`src/rtl/if_id_queue.sv`:
```
// if_id_queue
//   IF/ID pipeline stage with a DEPTH-entry instruction queue in front of a
//   registered ID-stage output. Fetch keeps handing over instructions while
//   ID is stalled. Delay-slot status is carried across bubbles, and a
//   requested delay-slot discard can be deferred until the instruction arrives.
//
//   Build option: define IFQ_BYPASS_EN to let a beat arriving at an empty,
//   unstalled queue load straight into ID (1-cycle IF-to-ID latency).
//   Without it, every beat goes through the queue (2-cycle minimum latency).
//
// Ports
//   clk, rst            clock, synchronous active-high reset
//   flush               drop everything, ID becomes a bubble (highest priority)
//   stall               ID stalled: id_* hold, no dequeue
//   clrslot             discard the next instruction destined for ID
//   if_valid/if_ready   fetch handshake (if_ready = queue not full)
//   if_pc/pcp4/inst/excp  fetch beat
//   id_isbranch         instruction currently in ID is a branch/jump
//   id_pc/pcp4/inst/excp  registered ID-stage outputs
//   id_inslot           ID instruction sits in a delay slot
//   id_null             ID holds a bubble
//   count               queue occupancy (ID register excluded)
module if_id_queue #(
  parameter int                DEPTH    = 4,
  parameter int                ADDR_W   = 32,
  parameter int                DATA_W   = 32,
  parameter int                EXC_W    = 5,
  parameter logic [EXC_W-1:0]  EXC_NONE = '0
) (
  input  logic                         clk,
  input  logic                         rst,
  input  logic                         flush,
  input  logic                         stall,
  input  logic                         clrslot,
  input  logic                         if_valid,
  output logic                         if_ready,
  input  logic [ADDR_W-1:0]            if_pc,
  input  logic [ADDR_W-1:0]            if_pcp4,
  input  logic [DATA_W-1:0]            if_inst,
  input  logic [EXC_W-1:0]             if_excp,
  input  logic                         id_isbranch,
  output logic [ADDR_W-1:0]            id_pc,
  output logic [ADDR_W-1:0]            id_pcp4,
  output logic [DATA_W-1:0]            id_inst,
  output logic [EXC_W-1:0]             id_excp,
  output logic                         id_inslot,
  output logic                         id_null,
  output logic [$clog2(DEPTH+1)-1:0]   count
);

  localparam int PW = $clog2(DEPTH);
  localparam int CW = $clog2(DEPTH+1);

  typedef struct packed {
    logic [ADDR_W-1:0] pc;
    logic [ADDR_W-1:0] pcp4;
    logic [DATA_W-1:0] inst;
    logic [EXC_W-1:0]  excp;
  } entry_t;

  entry_t          r_mem [DEPTH];
  logic [PW-1:0]   r_head;
  logic [PW-1:0]   r_tail;
  logic [CW-1:0]   r_count;
  logic            r_slot_pend;
  logic            r_drop_pend;

  logic [ADDR_W-1:0] r_id_pc;
  logic [ADDR_W-1:0] r_id_pcp4;
  logic [DATA_W-1:0] r_id_inst;
  logic [EXC_W-1:0]  r_id_excp;
  logic              r_id_inslot;
  logic              r_id_null;

  entry_t w_in;
  entry_t w_cand;
  logic   w_empty;
  logic   w_enq;
  logic   w_bypass;
  logic   w_cand_vld;
  logic   w_deq;
  logic   w_wr;
  logic   w_drop;
  logic   w_load;
  logic   w_branch_in_id;

  assign w_in     = '{pc: if_pc, pcp4: if_pcp4, inst: if_inst, excp: if_excp};
  assign w_empty  = (r_count == '0);
  assign if_ready = (r_count != CW'(DEPTH));
  assign w_enq    = if_valid && if_ready;

`ifdef IFQ_BYPASS_EN
  assign w_bypass = w_enq && w_empty && !stall;
`else
  assign w_bypass = 1'b0;
`endif

  // A candidate is always consumed when ID advances, whether it is loaded or
  // discarded by a pending/immediate slot clear.
  assign w_cand_vld     = !stall && (!w_empty || w_bypass);
  assign w_cand         = w_empty ? w_in : r_mem[r_head];
  assign w_deq          = !flush && !stall && !w_empty;
  assign w_wr           = !flush && w_enq && !w_bypass;
  assign w_drop         = clrslot || r_drop_pend;
  assign w_load         = w_cand_vld && !w_drop;
  assign w_branch_in_id = id_isbranch && !r_id_null;

  // Queue storage: no reset needed, occupancy tracks validity.
  always_ff @(posedge clk) begin
    if (!rst && w_wr) r_mem[r_tail] <= w_in;
  end

  always_ff @(posedge clk) begin
    if (rst || flush) begin
      r_head  <= '0;
      r_tail  <= '0;
      r_count <= '0;
    end else begin
      if (w_wr)  r_tail <= r_tail + 1'b1;
      if (w_deq) r_head <= r_head + 1'b1;
      unique case ({w_wr, w_deq})
        2'b10:   r_count <= r_count + 1'b1;
        2'b01:   r_count <= r_count - 1'b1;
        default: r_count <= r_count;
      endcase
    end
  end

  // ID register: load candidate, else bubble; stall holds everything.
  always_ff @(posedge clk) begin
    if (rst || flush) begin
      r_id_pc     <= '0;
      r_id_pcp4   <= '0;
      r_id_inst   <= '0;
      r_id_excp   <= EXC_NONE;
      r_id_inslot <= 1'b0;
      r_id_null   <= 1'b1;
    end else if (!stall) begin
      if (w_load) begin
        r_id_pc     <= w_cand.pc;
        r_id_pcp4   <= w_cand.pcp4;
        r_id_inst   <= w_cand.inst;
        r_id_excp   <= w_cand.excp;
        r_id_inslot <= w_branch_in_id || r_slot_pend;
        r_id_null   <= 1'b0;
      end else begin
        r_id_pc     <= '0;
        r_id_pcp4   <= '0;
        r_id_inst   <= '0;
        r_id_excp   <= EXC_NONE;
        r_id_inslot <= 1'b0;
        r_id_null   <= 1'b1;
      end
    end
  end

  // slot_pend remembers a branch that left ID before its delay slot arrived;
  // drop_pend remembers a slot discard that found nothing to discard yet.
  always_ff @(posedge clk) begin
    if (rst || flush) begin
      r_slot_pend <= 1'b0;
      r_drop_pend <= 1'b0;
    end else if (!stall) begin
      if (w_drop) begin
        r_slot_pend <= 1'b0;
        r_drop_pend <= !w_cand_vld;
      end else if (w_cand_vld) begin
        r_slot_pend <= 1'b0;
      end else if (w_branch_in_id) begin
        r_slot_pend <= 1'b1;
      end
    end
  end

  assign id_pc     = r_id_pc;
  assign id_pcp4   = r_id_pcp4;
  assign id_inst   = r_id_inst;
  assign id_excp   = r_id_excp;
  assign id_inslot = r_id_inslot;
  assign id_null   = r_id_null;
  assign count     = r_count;

endmodule

```
`config.mk`:
```
export PLATFORM = sky130hd
export DESIGN_NAME = if_id_queue
export DESIGN_NICKNAME = d
export VERILOG_FILES = /design/src/rtl/if_id_queue.sv
export SDC_FILE = /design/constraint.sdc
export NUM_CORES = 1
export LEC_CHECK = 0
export ABC_AREA = 1
export CAP_MARGIN = 25
export CELL_PAD_IN_SITES_DETAIL_PLACEMENT = 1
export CELL_PAD_IN_SITES_GLOBAL_PLACEMENT = 1
export CORE_UTILIZATION = 55
export DETAILED_ROUTE_END_ITERATION = 8
export DONT_BUFFER_PORTS = 1
export PLACE_DENSITY = 0.91
export SLEW_MARGIN = 0
export SYNTH_ARGS = -nofsm -noshare
export SYNTH_HDL_FRONTEND = slang
export SYNTH_SLANG_ARGS = --single-unit
```
`constraint.sdc`:
```
create_clock -name clk -period 18.9 [get_ports clk]
set_input_delay 3.78 -clock clk [delete_from_list [all_inputs] [get_ports clk]]
set_output_delay 3.78 -clock clk [all_outputs]
set_load 0.01 [all_outputs]
```
# Word level (Yosys, flattened, before mapping)
# Memories as Yosys holds them, arrays and structs flattened. A register that Yosys moved wholly into a read port is not among the register bits.
# Cells that the tools add are included.
[word_totals]
regBits = 112
ramBits = 404
inputBits = 108
output_inout_bits = 107
word_cells = 58
n_memories = 1
[mem_list]
columns = ["memory", "depth", "word_bits", "read_ports", "rd_clocked_by_memory_dff", "wr", "line", "rtl"]
rows = [
  ["r_mem", 4, 101, 1, 1, 1, "61", "entry_t r_mem [DEPTH];"],
]
[op_classes]
add_sub_neg = 4
n_eq_ne = 3
muxes = 15
bitwise = 1
reduce_logical = 23
[ops]
columns = ["operator", "n"]
rows = [
  ["$mux 101", 1],
  ["$mux 32", 3],
  ["$logic_and 1x1->1", 8],
  ["$logic_not 1->1", 7],
  ["$mux 1", 7],
  ["$pmux 3 s2", 1],
  ["$mux 5", 1],
  ["$add 2x1->2 const B", 2],
  ["$mux 2", 2],
  ["$reduce_and 2->1", 2],
  ["$add 3x1->3 const B", 1],
  ["$logic_not 3->1", 1],
  ["$logic_or 1x1->1", 3],
  ["$ne 3x3->1 const B", 1],
  ["$reduce_bool 3->1", 1],
  ["$sub 3x1->3 const B", 1],
  ["$eq 2x1->1 const B", 1],
  ["$eq 2x2->1 const B", 1],
  ["$reduce_bool 2->1", 1],
  ["$not 1->1", 1],
]

# Depth between registers and ports, before layout
[logic_depth]
ltp_word = 6
ltp_mapped = 13
depth_no_buf = 13

# Least setup slack after synthesis
# Ideal clock, no wire load.
[synth_timing]
kind = "in2reg"
from = "input flush"
to = "memory r_mem[0][0] (netlist bit), enable pin"
setup_time_ns = 0.562
arrival_ns = 8.310
required_ns = 18.338
setup_slack_ns = 10.028
cell_stages = 3
path_buffers = 0
cell_sequence = "nor2_4 nand3_1 nor2_1"
[synth_between]
elab_chain_len = 5
[synth_rtl]
columns = ["element", "line", "rtl"]
rows = [
  ["start: declaration", "32", "input logic flush,"],
  ["$logic_not 1->1", "103", "assign w_wr = !flush && w_enq && !w_bypass;"],
  ["$logic_and 1x1->1", "103", ""],
  ["$logic_and 1x1->1", "110", "if (!rst && w_wr) r_mem[r_tail] <= w_in;"],
  ["$mux 1", "110", ""],
  ["$mux 1 (not written as such)", "110", ""],
  ["end: declaration", "61", ""],
]
# Every way passes these cells.

# Worst setup path after layout
[layout_timing]
from = "input flush"
to = "memory r_mem[2][33] (netlist bit), enable pin"
# Same word-level chain as after synthesis.

==> run metrics <==
Residual DRC=0; Area Growth Syn to Fin=9.53%; die area=36,700 um^2; CP Capture Point=r_mem[2][33]; global-route met2 utilization=49.9%; max-cap viol count=0; RSZ-0062 raised after global routing=false; status=complete, no violations; GR Util met1=30.4%; Hold Crit Class=register to register; Slew Viols, Final=0; CTS resizes=0; Buffers on Ports=0; CTS Hold Bufs=0; Post-synth EDFFs=404; Mapped Cells=1,609; Fmax=170 MHz; Post-CTS Setup Bufs=0; crit path DAT=6110 ps; DR pass1 iterations=5; multi-input combinational cell area=4720 um^2; Core Util, Final=61.1%; CP max FO=52; n_diodes=0; mean area per synthesized cell=12.3 um^2; Min Clock Period, post-route=5890 ps; yosys warns=0; first-pass GRT wire length=76,900 um; Slew Limit Headroom=30.9%; Starting Density=55.8%; root buf cell=clkbuf_16; Top Usage Layer GRT=met2; crit-path leading delay family=buffers and inverters; Worst Setup End Kind=register; worst-margin pin slew=1040 ps; R2R Path Start=count[1]; TritonCTS clock tree=yes; total number of vias=12,300; Clk Latency, worst-skew pair=600 ps; met3 Use GR=8.79%; GP Congestion=0.735; CTS sink cnt=518; Initial DRC Count=686; Site Rows=69; setup tns final=0 ps; crit path launch=flush; WP data required=19,120 ps; crit start category=input port; clock-pin transition on the worst setup and hold timing paths=60 ps; slowest CP cell=buf_4; vias per std cell=5.92; FILL cells=3,463; Reg2Reg Depth=6; final net count=1,693; mapped cell area=19,800 um^2; post-route insts no fill=2,084; WHS=508 ps; All-Layer GR Usage=28.1%; Syn Nets=1,723; io pins=215; most common cell after layout, fill and taps aside=nand2_1; Reg2Reg Setup Slack=15,460 ps; GRT overflow=0; die height=192 um; R2R Path End=r_mem[2][33]; vias in the first global route=13,700; Seq/Total Area, Yosys=72.8%; post-route ant nets=0; share of cells above drive strength 1=12.3%; Clock Tree Buf Depth=3; Die W=192 um; VDD IR-drop max=86.4 uV; CP Cell Sequence=nor2_4, nand3_1, nor2_4, buf_4, buf_4; Hold Violations, Final=0; final WL=51,000 um; final setup violation count=0; placed insts=1,984; Power per Cell Area=106 nW/um^2; register area=14,400 um^2; Yosys cell types=27; LEAKAGE=7.16 nW; largest net degree at the start of global routing=107; Buf/Inv on CP=2; initial antenna violation count=0; most frequent cells in the layout=nand2_1 (519), edfxtp_1 (404), nand3_1 (239), dfxtp_1 (112), a21oi_1 (89); Post-synth ARST share=0%; slowest cell delay on critical path=790 ps; final worst path period share=31.2%; DP Wirelength=29,500 um; CORE AREA=35,500 um^2; total power draw=0.00230 W; Setup CP Type=input port to register; CP Depth=5; Yosys reg bits=518; final clock skew=9.48 ps; top_reg_cell synth=edfxtp_1; H-Tree Depth=2; drt wl/cell=24.5 um; Num CTS Buffers=52
through the flow:
| stage | setup WS, ps | cell area (um^2) |
|---|---|---|
| finish | 13010 | 21700 |
| global route | 12920 | 21700 |
| CTS | 13020 | 21600 |
| detailed placement | 12390 | 19900 |
| global placement | 12520 | 19900 |
| floorplan | 10030 | 19800 |
state kept, by name, indices dropped and copies added, names as in the netlist, 2 cells and up, named ones only:
signal and cells:
count 3, id_excp 5, id_inst 32, id_pc 32, id_pcp4 32, r_head 2, r_mem 404, r_tail 2
power by group:
part	leakage (nW)	switching, W	internal (W)	total [W]
logic	1.75	0.0000307	0.00000946	0.0000401
clock network	0.834	0.000425	0.000592	0.00102
registers	4.57	0.00000576	0.00124	0.00125
total	7.16	0.000461	0.00184	0.00230
cells in the mapped netlist, types with 7 or more instances:
cell type  number  area [um^2]
nand3_1       239         1200
o21ai_0         7         35.0
nand2_1       519         1950
inv_1          18         67.6
a21oi_1        89          445
buf_4          10         75.1
nor2_1         13         48.8
a21oi_2        20          175
buf_2          44          220
edfxtp_1      404        12100
clkbuf_1       30          113
dfxtp_1       114         2280
buf_1           7         26.3
nand3_2        67          671
how the worst min path moves through the flow:
stage / start / endpoint / slack, ps / cells after the start
floorplan: r_slot_pend / r_slot_pend / 440 / 2
global placement: r_slot_pend / r_slot_pend / 450 / 2
detailed placement: id_inst[21] / id_inst[21] / 500 / 2
CTS: id_excp[3] / id_excp[3] / 510 / 2
global route: r_slot_pend / r_slot_pend / 540 / 2
finish: id_excp[3] / id_excp[3] / 510 / 2
cell families after synthesis:
kind of cell	share of synthesized area (%)
XOR/XNOR	0.0443
flip-flops	72.8
AO/OA/AOI/OAI	3.35
AND/OR/NAND/NOR	19.9
adder cells (fa/ha/maj)	0.417
buffers and inverters	3.48
metal layers:
| layer | vias to the layer above | wire, um |
|---|---|---|
| li1 | 5560 | - |
| met1 | 6279 | 18400 |
| met2 | 376 | 26600 |
| met3 | 115 | 4030 |
| met4 | 0 | 1970 |
| met5 | - | 0 |
area by class of cell:
class / instances / share of cell area, %
Multi-Input combinational cell: 968 / 21.8
Clock inverter: 30 / 1.17
Timing Repair Buffer: 17 / 0.773
Sequential cell: 518 / 66.5
Clock buffer: 68 / 6.65
Tap cell: 461 / 2.66
Inverter: 22 / 0.450
worst register-to-register path: cells and delay by family, from the launching register on:
kind	cells	cell delay [ps]
buffers and inverters	3	1580
AND/OR/NAND/NOR	3	980
flip-flops	1	500
Note: power is estimated with default switching activity, not from simulation.
